===== src/rtl/dc_sequencer.sv =====
// rtl/dc_sequencer.sv - control sequencer for the digital-controller datapath
// Runs EEPROM configuration loads and the per-conversion PID update with a Booth multiply.
module dc_sequencer #(
  parameter int MULT_ITERS = 14
) (
  input  logic       clk,
  input  logic       rst_n,
  input  logic       start,
  input  logic       ld_cfg,
  input  logic       dis,
  input  logic [1:0] c_prod,
  output logic [2:0] c_asel,
  output logic [2:0] c_bsel,
  output logic       c_err,
  output logic       c_duty,
  output logic       c_sumerr,
  output logic       c_xset,
  output logic       c_preverr,
  output logic       c_pid,
  output logic       c_init_prod,
  output logic       c_subtract,
  output logic       c_multsat,
  output logic       c_clr_duty,
  output logic       c_eep_reg,
  output logic [1:0] eep_addr,
  output logic       busy,
  output logic       done
);

  localparam int CW = (MULT_ITERS > 1) ? $clog2(MULT_ITERS) : 1;
  localparam logic [CW-1:0] LAST_ITER = CW'(MULT_ITERS - 1);

  localparam logic [2:0] ASEL_XMEAS    = 3'b001;
  localparam logic [2:0] ASEL_ERR      = 3'b010;
  localparam logic [2:0] ASEL_PROD2815 = 3'b011;
  localparam logic [2:0] ASEL_ZEROA    = 3'b111;

  localparam logic [2:0] BSEL_XSET     = 3'b000;
  localparam logic [2:0] BSEL_SUMERRB  = 3'b001;
  localparam logic [2:0] BSEL_ZEROB    = 3'b011;
  localparam logic [2:0] BSEL_PID      = 3'b100;
  localparam logic [2:0] BSEL_PROD2512 = 3'b110;

  typedef enum logic [3:0] {
    S_IDLE,
    S_LDX_A,
    S_LDX_W,
    S_LDP_A,
    S_LDP_W,
    S_ERR,
    S_SUM,
    S_MINIT,
    S_MULT,
    S_DUTY,
    S_PREV
  } state_t;

  state_t        state;
  state_t        state_nx;
  logic [CW-1:0] iter_cnt;

  always_ff @(posedge clk or negedge rst_n) begin
    if (!rst_n) begin
      state    <= S_IDLE;
      iter_cnt <= '0;
      eep_addr <= 2'd0;
      done     <= 1'b0;
    end else begin
      state <= state_nx;
      if (state == S_MINIT) begin
        iter_cnt <= '0;
      end else if (state == S_MULT) begin
        iter_cnt <= iter_cnt + CW'(1);
      end
      // Address is presented one cycle ahead of the write state that consumes the data.
      if (state_nx == S_LDX_A) begin
        eep_addr <= 2'd0;
      end else if (state_nx == S_LDP_A) begin
        eep_addr <= 2'd1;
      end
      done <= (state == S_LDP_W) || (state == S_PREV);
    end
  end

  assign busy = (state != S_IDLE);

  always_comb begin
    state_nx    = state;
    c_asel      = ASEL_ZEROA;
    c_bsel      = BSEL_ZEROB;
    c_err       = 1'b0;
    c_duty      = 1'b0;
    c_sumerr    = 1'b0;
    c_xset      = 1'b0;
    c_preverr   = 1'b0;
    c_pid       = 1'b0;
    c_init_prod = 1'b0;
    c_subtract  = 1'b0;
    c_multsat   = 1'b0;
    c_clr_duty  = 1'b0;
    c_eep_reg   = 1'b0;

    case (state)
      S_IDLE: begin
        c_clr_duty = dis;
        if (ld_cfg) begin
          state_nx = S_LDX_A;
        end else if (start && !dis) begin
          state_nx = S_ERR;
        end
      end
      S_LDX_A: state_nx = S_LDX_W;
      S_LDX_W: begin
        c_eep_reg = 1'b1;
        c_xset    = 1'b1;
        state_nx  = S_LDP_A;
      end
      S_LDP_A: state_nx = S_LDP_W;
      S_LDP_W: begin
        c_eep_reg = 1'b1;
        c_pid     = 1'b1;
        state_nx  = S_IDLE;
      end
      S_ERR: begin
        c_asel     = ASEL_XMEAS;
        c_bsel     = BSEL_XSET;
        c_subtract = 1'b1;
        c_err      = 1'b1;
        state_nx   = S_SUM;
      end
      S_SUM: begin
        c_asel   = ASEL_ERR;
        c_bsel   = BSEL_SUMERRB;
        c_sumerr = 1'b1;
        state_nx = S_MINIT;
      end
      S_MINIT: begin
        c_asel      = ASEL_ZEROA;
        c_bsel      = BSEL_SUMERRB;
        c_init_prod = 1'b1;
        state_nx    = S_MULT;
      end
      S_MULT: begin
        // Booth radix-2 recode: 01 adds the gain, 10 subtracts it, 00/11 only shift.
        c_asel = ASEL_PROD2815;
        case (c_prod)
          2'b01: c_bsel = BSEL_PID;
          2'b10: begin
            c_bsel     = BSEL_PID;
            c_subtract = 1'b1;
          end
          default: c_bsel = BSEL_ZEROB;
        endcase
        if (iter_cnt == LAST_ITER) begin
          state_nx = S_DUTY;
        end
      end
      S_DUTY: begin
        c_asel    = ASEL_ZEROA;
        c_bsel    = BSEL_PROD2512;
        c_multsat = 1'b1;
        c_duty    = 1'b1;
        state_nx  = S_PREV;
      end
      S_PREV: begin
        c_asel    = ASEL_ERR;
        c_bsel    = BSEL_ZEROB;
        c_preverr = 1'b1;
        state_nx  = S_IDLE;
      end
      default: state_nx = S_IDLE;
    endcase
  end

endmodule


===== config.mk =====
export PLATFORM = sky130hd
export DESIGN_NAME = dc_sequencer
export DESIGN_NICKNAME = d
export VERILOG_FILES = /design/src/rtl/dc_sequencer.sv
export SDC_FILE = /design/constraint.sdc
export NUM_CORES = 1
export LEC_CHECK = 0
export CAP_MARGIN = 20
export CORE_AREA = 5 5 48 54
export CTS_CLUSTER_SIZE = 16
export DETAILED_ROUTE_END_ITERATION = 10
export DIE_AREA = 0 0 53 59
export HOLD_SLACK_MARGIN = 0.1
export PLACE_DENSITY_LB_ADDON = 0.08
export SLEW_MARGIN = 20
export SYNTH_ARGS = -nofsm -noshare
export SYNTH_HDL_FRONTEND = slang
export SYNTH_SLANG_ARGS = --single-unit
export TNS_END_PERCENT = 50

===== constraint.sdc =====
create_clock -name clk -period 2.05 [get_ports clk]
set_clock_uncertainty 0.2 [all_clocks]
set_input_delay 0.205 -clock clk [delete_from_list [all_inputs] [get_ports clk]]
set_output_delay 0.205 -clock clk [all_outputs]
set_load 0.05 [all_outputs]

### Word level (Yosys, flattened, before mapping)

Cells that the tools add are included.

| storage, ports and cells | value |
|---|---|
| bits in registers | 11 |
| input bits | 7 |
| output and inout bits | 21 |
| logic and storage cells | 53 |

| operators by class | value |
|---|---|
| $add $sub $neg | 1 |
| equal/unequal tests | 15 |
| multiplexer cells | 22 |
| reductions and logical operators | 11 |

Operator list:

| operator | number |
|---|---|
| one-hot mux 4 bit (9 select lines) | 1 |
| 2-to-1 mux 4 bit | 5 |
| == test 4 x 3 -> 1 bit, second input constant | 4 |
| == test 4 bit, second input constant | 4 |
| == test 4 x 2 -> 1 bit, second input constant | 3 |
| one-hot mux 3 bit (4 select lines) | 1 |
| 2-to-1 mux 1 bit | 10 |
| one-hot mux 3 bit (3 select lines) | 1 |
| == test 4 x 1 -> 1 bit, second input constant | 2 |
| OR reduction 2 bit | 4 |
| adder 4 x 1 -> 4 bit, second input constant | 1 |
| logical NOT 4 bit | 1 |
| 2-to-1 mux 2 bit | 2 |
| nonzero test 2 bit | 2 |
| nonzero test 4 bit | 1 |
| 2-to-1 mux 3 bit | 1 |
| == test 2 x 1 -> 1 bit, second input constant | 1 |
| == test 2 bit, second input constant | 1 |
| one-hot mux 1 bit (2 select lines) | 1 |
| logical AND 1 bit | 1 |
| logical NOT 1 bit | 1 |
| logical OR 1 bit | 1 |

### Logic depth before layout (Yosys ltp)

| logic depth | value |
|---|---|
| depth in word-level cells | 8 |
| mapped depth | 5 |
| depth with buffers taken out | 4 |

### Worst setup path after synthesis

Ideal clock, no wire load.

| timing | value |
|---|---|
| kind | flip-flop to output port |
| from | reg state[0] |
| to | out c_multsat |
| arrival | 2.191 ns |
| required time | 1.645 ns |
| slack | -0.546 ns |
| cell stages (with the launch flop) | 5 |
| path buffers | 2 |
| cells stage by stage | dfrtp_1 > clkbuf_1 > inv_1 > nor3_1 > buf_4 |

| on the way | value |
|---|---|
| cells in the longest elaborated chain, start to end | 2 |

RTL lines:

| what | line | RTL |
|---|---|---|
| start, declared | 58 | `state_t state;` |
| start signal, assigned | 69 | `state <= state_nx;` |
| == test 4 bit | - |  |
| 2-to-1 mux 1 bit | - |  |
| end, declared | 22 | `output logic c_multsat,` |

No other way between the ends.

### Worst setup path after layout

| timing | value |
|---|---|
| from | reg state[2] |
| to | out c_subtract |

| on the way | value |
|---|---|
| cells in the longest elaborated chain, start to end | 2 |
| elaborated cells between the ends (all ways) | 3 |
| those cells by class | 2 x eq/ne; 1 x mux |

RTL lines:

| what | line | RTL |
|---|---|---|
| == test 4 bit or == test 4 x 3 -> 1 bit (tied branches) | 103 | `case (state)` |
| one-hot mux 1 bit (2 select lines) * | 103 |  |
| end, declared | 21 | `output logic c_subtract,` |

Mark *: on every way between the ends. The rest lies on a longest branch, timed or not.

==> summary.md <==
| Metric | Value |
|---|---|
| Status | finished clean |
| Share of layout cells above drive strength 1 | 30.9% |
| TritonCTS Sinks | 10 |
| Hold Violations, Final | 0 |
| Std cell rows | 17 |
| Clk_lat worst skew | 260 ps |
| Routability cong. | 0.846 |
| Leak Pwr | 0.539 nW |
| First-pass GRT wire length | 3.62 mm |
| Postcts setup bufs | 0 |
| Initial antenna violation count | 0 |
| Number of flops mapped to enable cells by yosys | 0 |
| Die area | 3130 um^2 |
| Pre-CTS WS | 107 ps |
| Ys async rst share | 100% |
| GRT Resource Usage Total | 15.0% |
| RR Startpoint | state[2]$_DFF_PN0_ |
| Gate power share | 76.3% |
| Setup crit start | state[2]$_DFF_PN0_ |
| Crit Path Class | register to primary output |
| Yosys cell types | 31 |
| Hold path startpoint | eep_addr[0]$_DFFE_PN0P_ |
| Total global routing overflow | 0 |
| Cell area after layout | 1260 um^2 |
| Final period utilization | 96.9% |
| Slew @ Worst Pin | 500 ps |
| RSZ-0062 raised after global routing | false |
| DR iter-0 viols | 19 |
| Die span in x | 53 um |
| # DRC | 0 |
| Post-synthesis sequential area ratio | 33.4% |
| Hold path cells | 1 |
| Storage cell area | 254 um^2 |
| Clk pwr share | 5.4% |
| Top_reg_cell synth | dfrtp_1 |
| Worst setup SP type | register |
| Vias in the first global route | 773 |
| Max Cap Viol | 0 |
| Placed Area | 1230 um^2 |
| DRT Pass-1 Iters | 4 |
| Utilization after layout | 63.9% |
| Worst path arrival time | 1580 ps |
| Crit-path max FO | 6 |
| Largest net degree at the start of global routing | 14 |
| Number of antenna diodes | 0 |
| Worst-case clock buffer depth | 2 |
| Root buf cell | clkbuf_4 |
| Power Dens Cells | 1900 nW/um^2 |
| Vias | 780 |
| H-tree depth | 1 |
| Area of the multi-input gates | 437 um^2 |
| Sw frac | 51.7% |
| R2r worst-path depth | 5 |
| Overall power | 2.40 mW |
| Synthesized area per cell | 7.97 um^2 |
| Sequential Power Share | 18.3% |
| Final Slew Violations | 0 |
| Type of the most critical hold path | register to register |
| Post-DR vias/cell | 5.17 |
| CTS buffer count | 3 |
| Routed WL | 2.06 mm |
| Post-Syn Nets | 104 |
| Initial Util | 37.9% |
| Final net count | 135 |
| Synth Warn # | 0 |
| Antenna-violating nets left | 0 |
| Minimum clock period | 1990 ps |
| Final setup viols | 0 |
| Yosys reg bits | 10 |
| Cells after synthesis | 94 |
| Average routed wire per standard cell | 13.6 um |
| VDD IR max | 0.00112 V |
| Int Power | 1.16 mW |
| I/O pin cnt | 28 |
| Layout area overhead | 68.8% |
| PortBufs | 26 |
| Critical path endpoint category | primary output |
| Max Clk Rate | 503 MHz |
| Final HPWL DP | 1.62 mm |
| Worst Path Required | 1640 ps |
| CTS clk-pin slew, worst paths | 60 ps |
| Setup TNS | 0 ps |
| Switching power | 1.24 mW |
| Layout filler cell count | 182 |
| Rel. slew slack | 66.6% |
| Core area | 1980 um^2 |
| Worst Slack Setup Final | 63.6 ps |
| CTS tree | built |
| Die Ht | 59 um |
| Post-Synthesis Cell Area | 749 um^2 |
==> routing by layer <==
metal,global-route usage [%],wire [um],vias up,part of all wire [%]
met1,18.8,904,381,44
met3,4.79,79,2,3.8
met5,0,0,-,0
met2,26.1,1070,13,52
li1,-,-,384,-
met4,1.46,9,0,0.44
==> Yosys cell counts, drive strengths merged, types with 2 or more instances <==
library cell  number  area share [%]
nand2              4             2.0
buf                8             7.2
ha                 3             5.0
inv                5             2.5
a21oi             10             6.7
a21o               2             2.0
dfrtp             10              33
o21ai              3             2.0
a221oi             2             2.3
nand2b             5             4.2
nand3b             3             3.0
nor2              13             6.5
nand3              5             3.3
nor3               6             4.0
==> worst max-delay path, cell delays in order (launching register included) <==
cell      delay (ps)
dfrtp_2          450
nand2b_1         160
or3b_1           370
a21oi_2          180
buf_12           160
==> sequential cells by signal, indices dropped and copies added, names as in the netlist <==
signal,count
done,1
eep_addr,1
state,4
iter_cnt,4
==> worst paths after layout <==
kind                                            to  slack [ps]
setup / recovery                        c_subtract          60
hold / removal             eep_addr[0]$_DFFE_PN0P_         280
setup reg to reg           iter_cnt[3]$_DFFE_PN0P_         480
hold reg to reg            eep_addr[0]$_DFFE_PN0P_         280
max in group asynchronous       state[0]$_DFF_PN0_         670
min in group asynchronous       state[2]$_DFF_PN0_         620
==> power by group through the flow <==
stage	logic [mW]	registers (mW)	clock network [mW]
2_1_floorplan	1.05	0.411	0
3_3_place_gp	1.82	0.427	0
3_5_place_dp	1.83	0.431	0
4_1_cts	1.84	0.428	0.137
5_1_grt	1.94	0.461	0.147
6_report	1.83	0.438	0.130
==> stage by stage <==
stage / hold slack [ps] / std cells
global placement: 263 / 147
CTS: 284 / 151
finish: 280 / 151
floorplan: -291 / 94
detailed placement: 272 / 147
global route: 315 / 151
==> kinds of logic (layout without fill, tap and decap cells) <==
logic type / after synthesis / count (layout) / share of synthesized area [%]
AO/OA/AOI/OAI: 21 / 21 / 17.2
XOR/XNOR: 1 / 1 / 1.17
adder cells (fa/ha/maj): 3 / 3 / 5.01
buffers and inverters: 14 / 43 / 10.2
flip-flops: 10 / 10 / 33.4
other: 1 / 1 / 0.500
AND/OR/NAND/NOR: 44 / 44 / 32.6
==> layout by cell type (no fill, tap or decap), drive strengths merged, types with 2 or more instances in the layout <==
cell type,n
clkbuf,3
nor2,13
buf,26
clkdlybuf4s50,8
a21oi,10
inv,5
o21ai,3
nand2b,5
nor3,6
dfrtp,10
nand2,4
a21o,2
ha,3
nand3b,3
nand3,5
a221oi,2
==> cell type report <==
type,instances,share of cell area [%]
multi-input combinational,70,34.5
timing repair buffer,35,39.4
tap,28,2.77
sequential,10,20.1
clock buffer,3,1.78
inverter,5,1.48
==> repair_timing <==
action | in CTS | in global routing
hold buffers | 1 | 0
endpoints found under the setup margin | 0 | 12
gates resized for setup | 0 | 5
endpoints found under the hold margin | 10 | 0
No activity file was read; power rests on OpenSTA's default activity.
